==> src/rtl/bus_arbiter_pkg.sv <==
// Shared coherence-bus types: request/broadcast structs, transaction kinds
// and arbiter FSM states used by bus_arbiter and its round-robin picker.
package bus_arbiter_pkg;

  localparam int NUM_CPUS_DEF = 4;
  localparam int ADDR_W       = 32;
  // Wide enough for up to 16 requesters regardless of NUM_CPUS.
  localparam int SRC_W        = 4;

  typedef enum logic [1:0] {
    BusGetS = 2'd0,
    BusGetM = 2'd1,
    BusUpg  = 2'd2
  } bus_tx_t;

  typedef enum logic [1:0] {
    IDLE      = 2'd0,
    BCAST     = 2'd1,
    WAIT_FILL = 2'd2
  } arb_state_t;

  typedef struct packed {
    logic              valid;
    bus_tx_t           bus_tx;
    logic [ADDR_W-1:0] addr;
  } bus_req_t;

  typedef struct packed {
    logic              valid;
    bus_tx_t           bus_tx;
    logic [ADDR_W-1:0] addr;
    logic [SRC_W-1:0]  source;
  } bus_msg_t;

endpackage

==> src/rtl/bus_arbiter_rr.sv <==
// Combinational round-robin picker: the search starts one past rr_ptr and
// wraps, so the most recent winner has the lowest priority.
module rr_arbiter #(
  parameter int N = 4
) (
  input  logic [N-1:0]         req,
  input  logic [$clog2(N)-1:0] rr_ptr,
  output logic [N-1:0]         gnt,
  output logic [$clog2(N)-1:0] idx,
  output logic                 any
);

  localparam int PW = $clog2(N);

  logic [PW-1:0] cand;

  // N is a power of two, so the PW-bit add wraps modulo N for free.
  always_comb begin
    gnt  = '0;
    idx  = '0;
    any  = 1'b0;
    cand = '0;
    for (int k = 1; k <= N; k++) begin
      cand = rr_ptr + PW'(k);
      if (!any && req[cand]) begin
        any       = 1'b1;
        gnt[cand] = 1'b1;
        idx       = cand;
      end
    end
  end

endmodule

==> src/rtl/bus_arbiter.sv <==
// Snooping-bus arbiter: round-robin grant, one-cycle broadcast, then hold the
// bus until the winner's fill completes. BUS_ARB_TIMEOUT_EN adds a watchdog.
module bus_arbiter
  import bus_arbiter_pkg::*;
#(
  parameter int NUM_CPUS    = NUM_CPUS_DEF,
  parameter int ARB_TIMEOUT = 64
) (
  input  logic                      clk,
  input  logic                      rst,
  input  bus_req_t [NUM_CPUS-1:0]   bus_req,
  input  logic     [NUM_CPUS-1:0]   fill_done,
  output logic     [NUM_CPUS-1:0]   grant,
  output bus_msg_t                  bus_msg,
  output logic                      bus_busy,
  output logic                      timeout_err
);

  localparam int PW = $clog2(NUM_CPUS);

  if (NUM_CPUS < 2 || (NUM_CPUS & (NUM_CPUS - 1)) != 0 || ARB_TIMEOUT < 1) begin : g_bad_cfg
    $error("bus_arbiter: NUM_CPUS must be a power of 2 >= 2 and ARB_TIMEOUT >= 1");
  end

  arb_state_t        state;
  logic [PW-1:0]     rr_ptr;
  logic [PW-1:0]     src_idx;
  logic              msg_valid;
  bus_tx_t           msg_tx;
  logic [ADDR_W-1:0] msg_addr;
  logic [NUM_CPUS-1:0] grant_q;
  logic              busy_q;
  logic              wd_expired;

  logic [NUM_CPUS-1:0] req_valid;
  logic [NUM_CPUS-1:0] arb_gnt;
  logic [PW-1:0]       arb_idx;
  logic                arb_any;

  always_comb begin
    req_valid = '0;
    for (int i = 0; i < NUM_CPUS; i++) begin
      req_valid[i] = bus_req[i].valid;
    end
  end

  rr_arbiter #(.N(NUM_CPUS)) u_rr (
    .req    (req_valid),
    .rr_ptr (rr_ptr),
    .gnt    (arb_gnt),
    .idx    (arb_idx),
    .any    (arb_any)
  );

  // Grant and msg valid are single-cycle pulses; payload fields hold until the next win.
  always_ff @(posedge clk) begin
    if (!rst) begin
      state     <= IDLE;
      rr_ptr    <= PW'(NUM_CPUS - 1);
      src_idx   <= '0;
      msg_valid <= 1'b0;
      msg_tx    <= BusGetS;
      msg_addr  <= '0;
      grant_q   <= '0;
      busy_q    <= 1'b0;
    end else begin
      msg_valid <= 1'b0;
      grant_q   <= '0;
      case (state)
        IDLE: begin
          if (arb_any) begin
            state     <= BCAST;
            msg_valid <= 1'b1;
            grant_q   <= arb_gnt;
            msg_tx    <= bus_req[arb_idx].bus_tx;
            msg_addr  <= bus_req[arb_idx].addr;
            src_idx   <= arb_idx;
            rr_ptr    <= arb_idx;
            busy_q    <= 1'b1;
          end
        end
        BCAST: begin
          // A same-cycle memory response lets us skip WAIT_FILL entirely.
          if (fill_done[src_idx] || msg_tx == BusUpg) begin
            state  <= IDLE;
            busy_q <= 1'b0;
          end else begin
            state  <= WAIT_FILL;
          end
        end
        WAIT_FILL: begin
          if (fill_done[src_idx] || wd_expired) begin
            state  <= IDLE;
            busy_q <= 1'b0;
          end
        end
        default: begin
          state  <= IDLE;
          busy_q <= 1'b0;
        end
      endcase
    end
  end

`ifdef BUS_ARB_TIMEOUT_EN
  localparam int CW = $clog2(ARB_TIMEOUT + 1);

  logic [CW-1:0] wd_cnt;
  logic          err_q;

  assign wd_expired = (state == WAIT_FILL) && (wd_cnt + CW'(1) == CW'(ARB_TIMEOUT));

  // Counter is cleared while broadcasting so it starts at zero in WAIT_FILL;
  // a fill landing on the limit cycle wins over the error.
  always_ff @(posedge clk) begin
    if (!rst) begin
      wd_cnt <= '0;
      err_q  <= 1'b0;
    end else if (state == BCAST) begin
      wd_cnt <= '0;
    end else if (state == WAIT_FILL) begin
      wd_cnt <= wd_cnt + CW'(1);
      if (wd_expired && !fill_done[src_idx]) begin
        err_q <= 1'b1;
      end
    end
  end

  assign timeout_err = err_q;
`else
  assign wd_expired  = 1'b0;
  assign timeout_err = 1'b0;
`endif

  assign grant    = grant_q;
  assign bus_busy = busy_q;
  assign bus_msg  = '{valid: msg_valid, bus_tx: msg_tx, addr: msg_addr,
                      source: SRC_W'(src_idx)};

endmodule
==> config.mk <==
export PLATFORM = sky130hd
export DESIGN_NAME = bus_arbiter
export DESIGN_NICKNAME = d
export VERILOG_FILES = /design/src/rtl/bus_arbiter_pkg.sv /design/src/rtl/bus_arbiter_rr.sv /design/src/rtl/bus_arbiter.sv
export SDC_FILE = /design/constraint.sdc
export NUM_CORES = 1
export LEC_CHECK = 0
export ABC_CLOCK_PERIOD_IN_PS = 5310
export CELL_PAD_IN_SITES_DETAIL_PLACEMENT = 0
export CELL_PAD_IN_SITES_GLOBAL_PLACEMENT = 2
export CORE_MARGIN = 2
export CORE_UTILIZATION = 22
export DETAILED_ROUTE_END_ITERATION = 12
export GPL_ROUTABILITY_DRIVEN = 0
export PLACE_DENSITY = 0.95
export REMOVE_ABC_BUFFERS = 1
export SLEW_MARGIN = 30
export SYNTH_ARGS = -nofsm -noshare
export SYNTH_HDL_FRONTEND = slang
export SYNTH_HIERARCHICAL = 1
export SYNTH_SLANG_ARGS = --single-unit
==> constraint.sdc <==
create_clock -name clk -period 5.31 [get_ports clk]
set_input_delay 1.3275 -clock clk [delete_from_list [all_inputs] [get_ports clk]]
set_output_delay 1.3275 -clock clk [all_outputs]
set_load 0.005 [all_outputs]
==> qor.txt, run 1 <==
Yosys cell types = 43
Routed Antenna Nets = 0
Post-Syn Instances = 305
R2R Setup Slk = 1.99 ns
CTS root buf = clkbuf_16
Peak VDD IR = 0.000117 V
vias in the first global route = 3092
max-slew violation count = 0
hold slack = 0.451 ns
Die Ht = 123 um
Layout Skew = 0.00466 ns
Std-Cell Rows = 43
gr ovfl total = 0
crit path max fanout = 21
CTS buffer count = 5
initial antenna violation count = 0
syn avg cell area = 10.2 um2
die span in x = 123 um
CTS clock-pin slew for the worst setup and hold paths = 0.07 ns
final wirelength = 9.97 mm
CTS tree = yes
Final setup viols = 0
Placement Cell Area = 5020 um2
layout cells sized above 1 = 0.113
Worst path max stage delay = 0.63 ns
diode count = 0
pre-CTS setup slack = 0.933 ns
DR DRC count = 0
nets@finish = 631
hold_buf cts = 0
Crit-path slowest cell = mux4_2
post-synthesis sequential area ratio = 0.296
post-route design area = 5170 um2
vias after detailed routing = 2932
RSZ-0062 raised after global routing = no
TNS Setup = 0 ns
area grow syn2layout = 66.4%
Fillers = 1404
1st-iter DRT viols = 108
Initial Util = 0.225
# IOs = 191
Fin. Hold Viols = 0
flops & latches, synth = 46
WL/cell = 15.2 um
Post-CTS Setup Repair Bufs = 0
post-CTS resize count = 0
Power Dens Cells = 337 nW/um2
final worst path period need = 4.03 ns
Ys Warns = 6
core area = 13800 um2
CP arrival = 4.19 ns
Final period util = 0.758
most frequent cells in the layout = clkdlybuf4s50_1, nand2_1, dfxtp_1
final non-filler cell total = 658
Clock Path Buffers = 2
Worst setup EP type = register
GRT Total Usage = 0.132
Critical Setup Path Class = input pin to register
Vias per Instance = 4.46
Worst Path Required = 5.48 ns
# clock sinks = 46
largest net degree at the start of global routing = 36
hold crit path type = register to register
worst setup margin = 1.28 ns
CP cell instances = clkdlybuf4s50_1, mux4_2, a21oi_2, nor3_1, nor2_2, o31a_2, buf_4, mux4_1, nand2_1, a21boi_0
achievable frequency = 248 MHz
port bufs = 187
drt pass-1 iters = 4
Crit path max-delay family = multiplexers
first-pass GRT wire length = 15.5 mm
max_slew headroom = 0.406
Die ar. = 15100 um2
DPL Wire Length = 7.94 mm
slew at the pin closest to its max-slew limit = 0.890 ns
Worst Setup Start Kind = input pin
WP buf/inv = 2
mapped cell area = 3110 um2
LEAKAGE = 1.90 nW
number of max-cap violations = 0
leading cell type in the layout, fill and taps excluded = clkdlybuf4s50_1
clk_lat worst skew = 0.28 ns
Placed Cells = 650
status = complete, no violations
H-tree level count = 2
-- area by class of cell --
type	instances	area (um2)	area share
Clock inverter	2	12.5	0.00242
Timing Repair Buffer	192	1910	0.369
Tap cell	180	225	0.0435
Inverter	4	15.0	0.00290
Multi-Input combinational cell	228	1950	0.377
Clock buffer	6	139	0.0269
Sequential cell	46	921	0.178
-- worst reg2reg max path: stages, from the launching register on --
cell and delay (ns):
dfxtp_1 0.76, inv_2 0.19, ha_1 0.57, a221oi_1 0.09, a211oi_1 0.23, o22a_2 0.77
mux4_1 0.43, nand2_1 0.08, a21boi_0 0.08
-- Yosys cell counts --
| cell | instances | area (um2) |
|---|---|---|
| mux2i_4 | 1 | 22.5 |
| clkbuf_2 | 1 | 5.00 |
| inv_2 | 1 | 3.75 |
| a211oi_4 | 1 | 20.0 |
| ha_1 | 8 | 100 |
| inv_1 | 3 | 11.3 |
| or3b_1 | 1 | 8.76 |
| a21oi_1 | 3 | 15.0 |
| buf_4 | 10 | 75.1 |
| o22ai_2 | 1 | 12.5 |
| mux4_1 | 4 | 105 |
| conb_1 | 1 | 3.75 |
| nor4_1 | 1 | 6.26 |
| a311o_1 | 1 | 10.0 |
| a21boi_0 | 7 | 52.6 |
| o21ai_0 | 2 | 10.0 |
| and3_1 | 2 | 12.5 |
| a21oi_2 | 1 | 8.76 |
| clkbuf_1 | 6 | 22.5 |
| o22a_1 | 1 | 8.76 |
| a221oi_1 | 1 | 8.76 |
| o31a_1 | 1 | 8.76 |
| nor2_2 | 1 | 6.26 |
| a221o_1 | 4 | 40.0 |
| nand2b_1 | 2 | 12.5 |
| nor3_1 | 3 | 15.0 |
| a221oi_2 | 1 | 15.0 |
| dfxtp_1 | 46 | 921 |
| buf_6 | 4 | 45.0 |
| mux4_2 | 32 | 721 |
| o31ai_1 | 1 | 7.51 |
| mux2i_1 | 2 | 20.0 |
| o21ai_1 | 5 | 25.0 |
| a21boi_1 | 31 | 233 |
| buf_2 | 5 | 25.0 |
| and2_1 | 5 | 31.3 |
| nand3_1 | 3 | 15.0 |
| nand2_1 | 88 | 330 |
| buf_12 | 3 | 60.1 |
| nor2b_1 | 3 | 18.8 |
| a31oi_1 | 1 | 6.26 |
| a211oi_1 | 1 | 7.51 |
| nor2_1 | 6 | 22.5 |
-- registers in the layout (all words and copies together) (netlist names) --
register	flops
msg_tx	2
msg_addr	32
src_idx	2
state	2
bus_busy	1
grant	4
rr_ptr	2
msg_valid	1
-- cells by family after synthesis --
kind of cell               share of synthesized area
and+or+nand+nor                                0.154
other                                        0.00121
buffers and inverters                         0.0797
AOI/OAI and AO/OA                              0.157
muxes                                          0.279
DFF                                            0.296
adders and majority gates                     0.0322
-- report_power, final --
group | internal [mW] | total, mW | switching (mW)
Sequential | 0.429 | 0.490 | 0.0610
Combinational | 0.560 | 0.938 | 0.378
Clock | 0.186 | 0.316 | 0.129
Total | 1.18 | 1.74 | 0.568
-- path summary, 6_finish.rpt --
check	depth (start not counted)	start	endpoint
worst max-delay path	10	bus_req[34]	msg_addr[14]
worst min-delay path	2	msg_addr[31]	msg_addr[31]
worst max register to register	8	rr_ptr[0]	msg_addr[14]
worst min register to register	2	msg_addr[31]	msg_addr[31]
-- routing by layer --
metal  routed length (um)  vias to the layer above  GRT usage
li1                     -                     1437          -
met1                 3970                     1369      0.150
met2                 4990                      116      0.242
met3                  853                       10     0.0390
met4                  157                        0     0.0287
met5                    0                        -          0
-- through the flow --
step                 util  power (mW)
floorplan               -        1.05
global placement    0.363        1.44
detailed placement  0.363        1.45
CTS                 0.374        1.78
global route        0.374        1.88
finish              0.374        1.74
Note: power is estimated with default switching activity, not from simulation.
==> run 2: changes to the inputs <==
ABC_CLOCK_PERIOD_IN_PS = 4200   (was 5310)
CORE_UTILIZATION = 21   (was 22)
PLACE_DENSITY = 0.92   (was 0.95)
clock period = 4.2 ns   (was 5.31 ns; I/O delays follow)
==> qor.txt, run 2 (synthesized netlist as in run 1, its figures left out) <==
status = complete, no violations
# IOs = 191
leading cell type in the layout, fill and taps excluded = clkdlybuf4s50_1
crit path max fanout = 35
drt pass-1 iters = 4
first-pass GRT wire length = 15.9 mm
start point of the critical path = bus_req[104]
Worst path max stage delay = 0.63 ns
CTS root buf = clkbuf_16
vias after detailed routing = 3007
1st-iter DRT viols = 62
max reg flops = 32
post-CTS resize count = 0
Critical Setup Path Class = input pin to register
Layout Skew = 0.00748 ns
Std-Cell Rows = 44
CTS tree = yes
R2R Setup Slk = 1.08 ns
Worst setup EP type = register
area grow syn2layout = 68.8%
Pwr Total = 2.30 mW
Fin. Hold Viols = 0
Final period util = 0.867
min-delay src = msg_addr[18]
Worst Path Required = 4.38 ns
Net Sw Power = 734 uW
final wirelength = 9.85 mm
Worst Setup Start Kind = input pin
gr ovfl total = 0
hold_buf cts = 0
core area = 14500 um2
Vias per Instance = 4.52
number of max-cap violations = 0
WL/cell = 14.8 um
most frequent cells in the layout = clkdlybuf4s50_1, nand2_1, dfxtp_1
CP arrival = 3.82 ns
GRT Total Usage = 0.126
DPL Wire Length = 7.92 mm
Power Dens Cells = 438 nW/um2
CP cell instances = clkdlybuf4s50_1, mux4_2, a21oi_2, nor3_1, nor2_2, o31a_2, buf_12, mux4_1, nand2_1, a21boi_0
TNS Setup = 0 ns
CTS buffer count = 5
port bufs = 187
Clk network pwr share = 0.196
die span in x = 126 um
Final setup viols = 0
vias in the first global route = 3157
Comb pwr share = 0.536
layout cells sized above 1 = 0.114
LEAKAGE = 1.93 nW
max-slew violation count = 0
worst r2r src = rr_ptr[0]
hold crit path type = register to register
initial antenna violation count = 0
Crit-path slowest cell = mux4_2
final worst path period need = 3.64 ns
sequential share of power = 0.268
nets@finish = 634
# clock sinks = 46
Die ar. = 15800 um2
slew at the pin closest to its max-slew limit = 0.725 ns
largest net degree at the start of global routing = 39
diode count = 0
Die Ht = 126 um
Fillers = 1457
Post-CTS Setup Repair Bufs = 0
most flop-heavy register = msg_addr
H-tree level count = 2
Routed Antenna Nets = 0
DR DRC count = 0
max_slew headroom = 0.515
RSZ-0062 raised after global routing = no
clk_lat worst skew = 0.29 ns
CTS clock-pin slew for the worst setup and hold paths = 0.07 ns
Initial Util = 0.215
achievable frequency = 275 MHz
Clock Path Buffers = 2
Peak VDD IR = 0.000228 V
Pint = 1.56 mW
fraction of power spent switching nets = 0.320
[run 2: cell types whose count changed in the layout (fill, tap and decap cells not counted)]
cell        delta
buf_12         +3
bufinv_16      +1
clkbuf_1       +2
clkbuf_8       -1
clkinv_2       -1
clkinvlp_4     -1
[run 2: path summary, 6_finish.rpt]
check,end,cells past startpoint
worst min register to register,msg_addr[18],2
worst min-delay path,msg_addr[18],2
worst max-delay path,msg_addr[14],10
worst max register to register,msg_addr[14],9
[run 2: cell type report]
cell class | instances | area [um2] | share of cell area
tap | 184 | 230 | 0.0439
sequential | 46 | 921 | 0.175
inverter | 4 | 15.0 | 0.00286
clock buffer | 7 | 133 | 0.0253
multi-input combinational | 228 | 1950 | 0.372
timing repair buffer | 195 | 1970 | 0.375
clock inverter | 1 | 30.0 | 0.00572
[run 2: metrics by stage]
stage,setup slack (ns),area [um2],hold slack (ns),instances,util
after floorplan,-0.0888,2880,0.451,278,-
after global routing,0.394,5250,0.471,665,0.363
after detailed placement,0.236,5090,0.447,657,0.351
after global placement,0.340,5090,0.441,657,0.351
after CTS,0.551,5250,0.454,665,0.363
final,0.560,5250,0.451,665,0.363
[run 2: critical path, delay by kind of cell]
kind,cells,cell delay [ns]
AOI/OAI and AO/OA,3,0.42
buffers and inverters,2,0.80
muxes,2,1.22
and+or+nand+nor,3,0.25
[run 2: metal layers]
metal  global-route usage  up-vias  share of wire
li1                     -     1448              -
met5                    0        -              0
met2                0.236      125           0.52
met1                0.134     1420           0.38
met4               0.0458        0          0.022
met3               0.0353       14          0.077
[run 2: power groups by stage]
stage | Sequential (mW) | Combinational, mW | Clock, mW
after detailed placement | 0.629 | 1.26 | 0
final | 0.616 | 1.23 | 0.450
after floorplan | 0.624 | 0.705 | 0
after global placement | 0.624 | 1.24 | 0
after CTS | 0.620 | 1.26 | 0.468
after global routing | 0.634 | 1.34 | 0.485
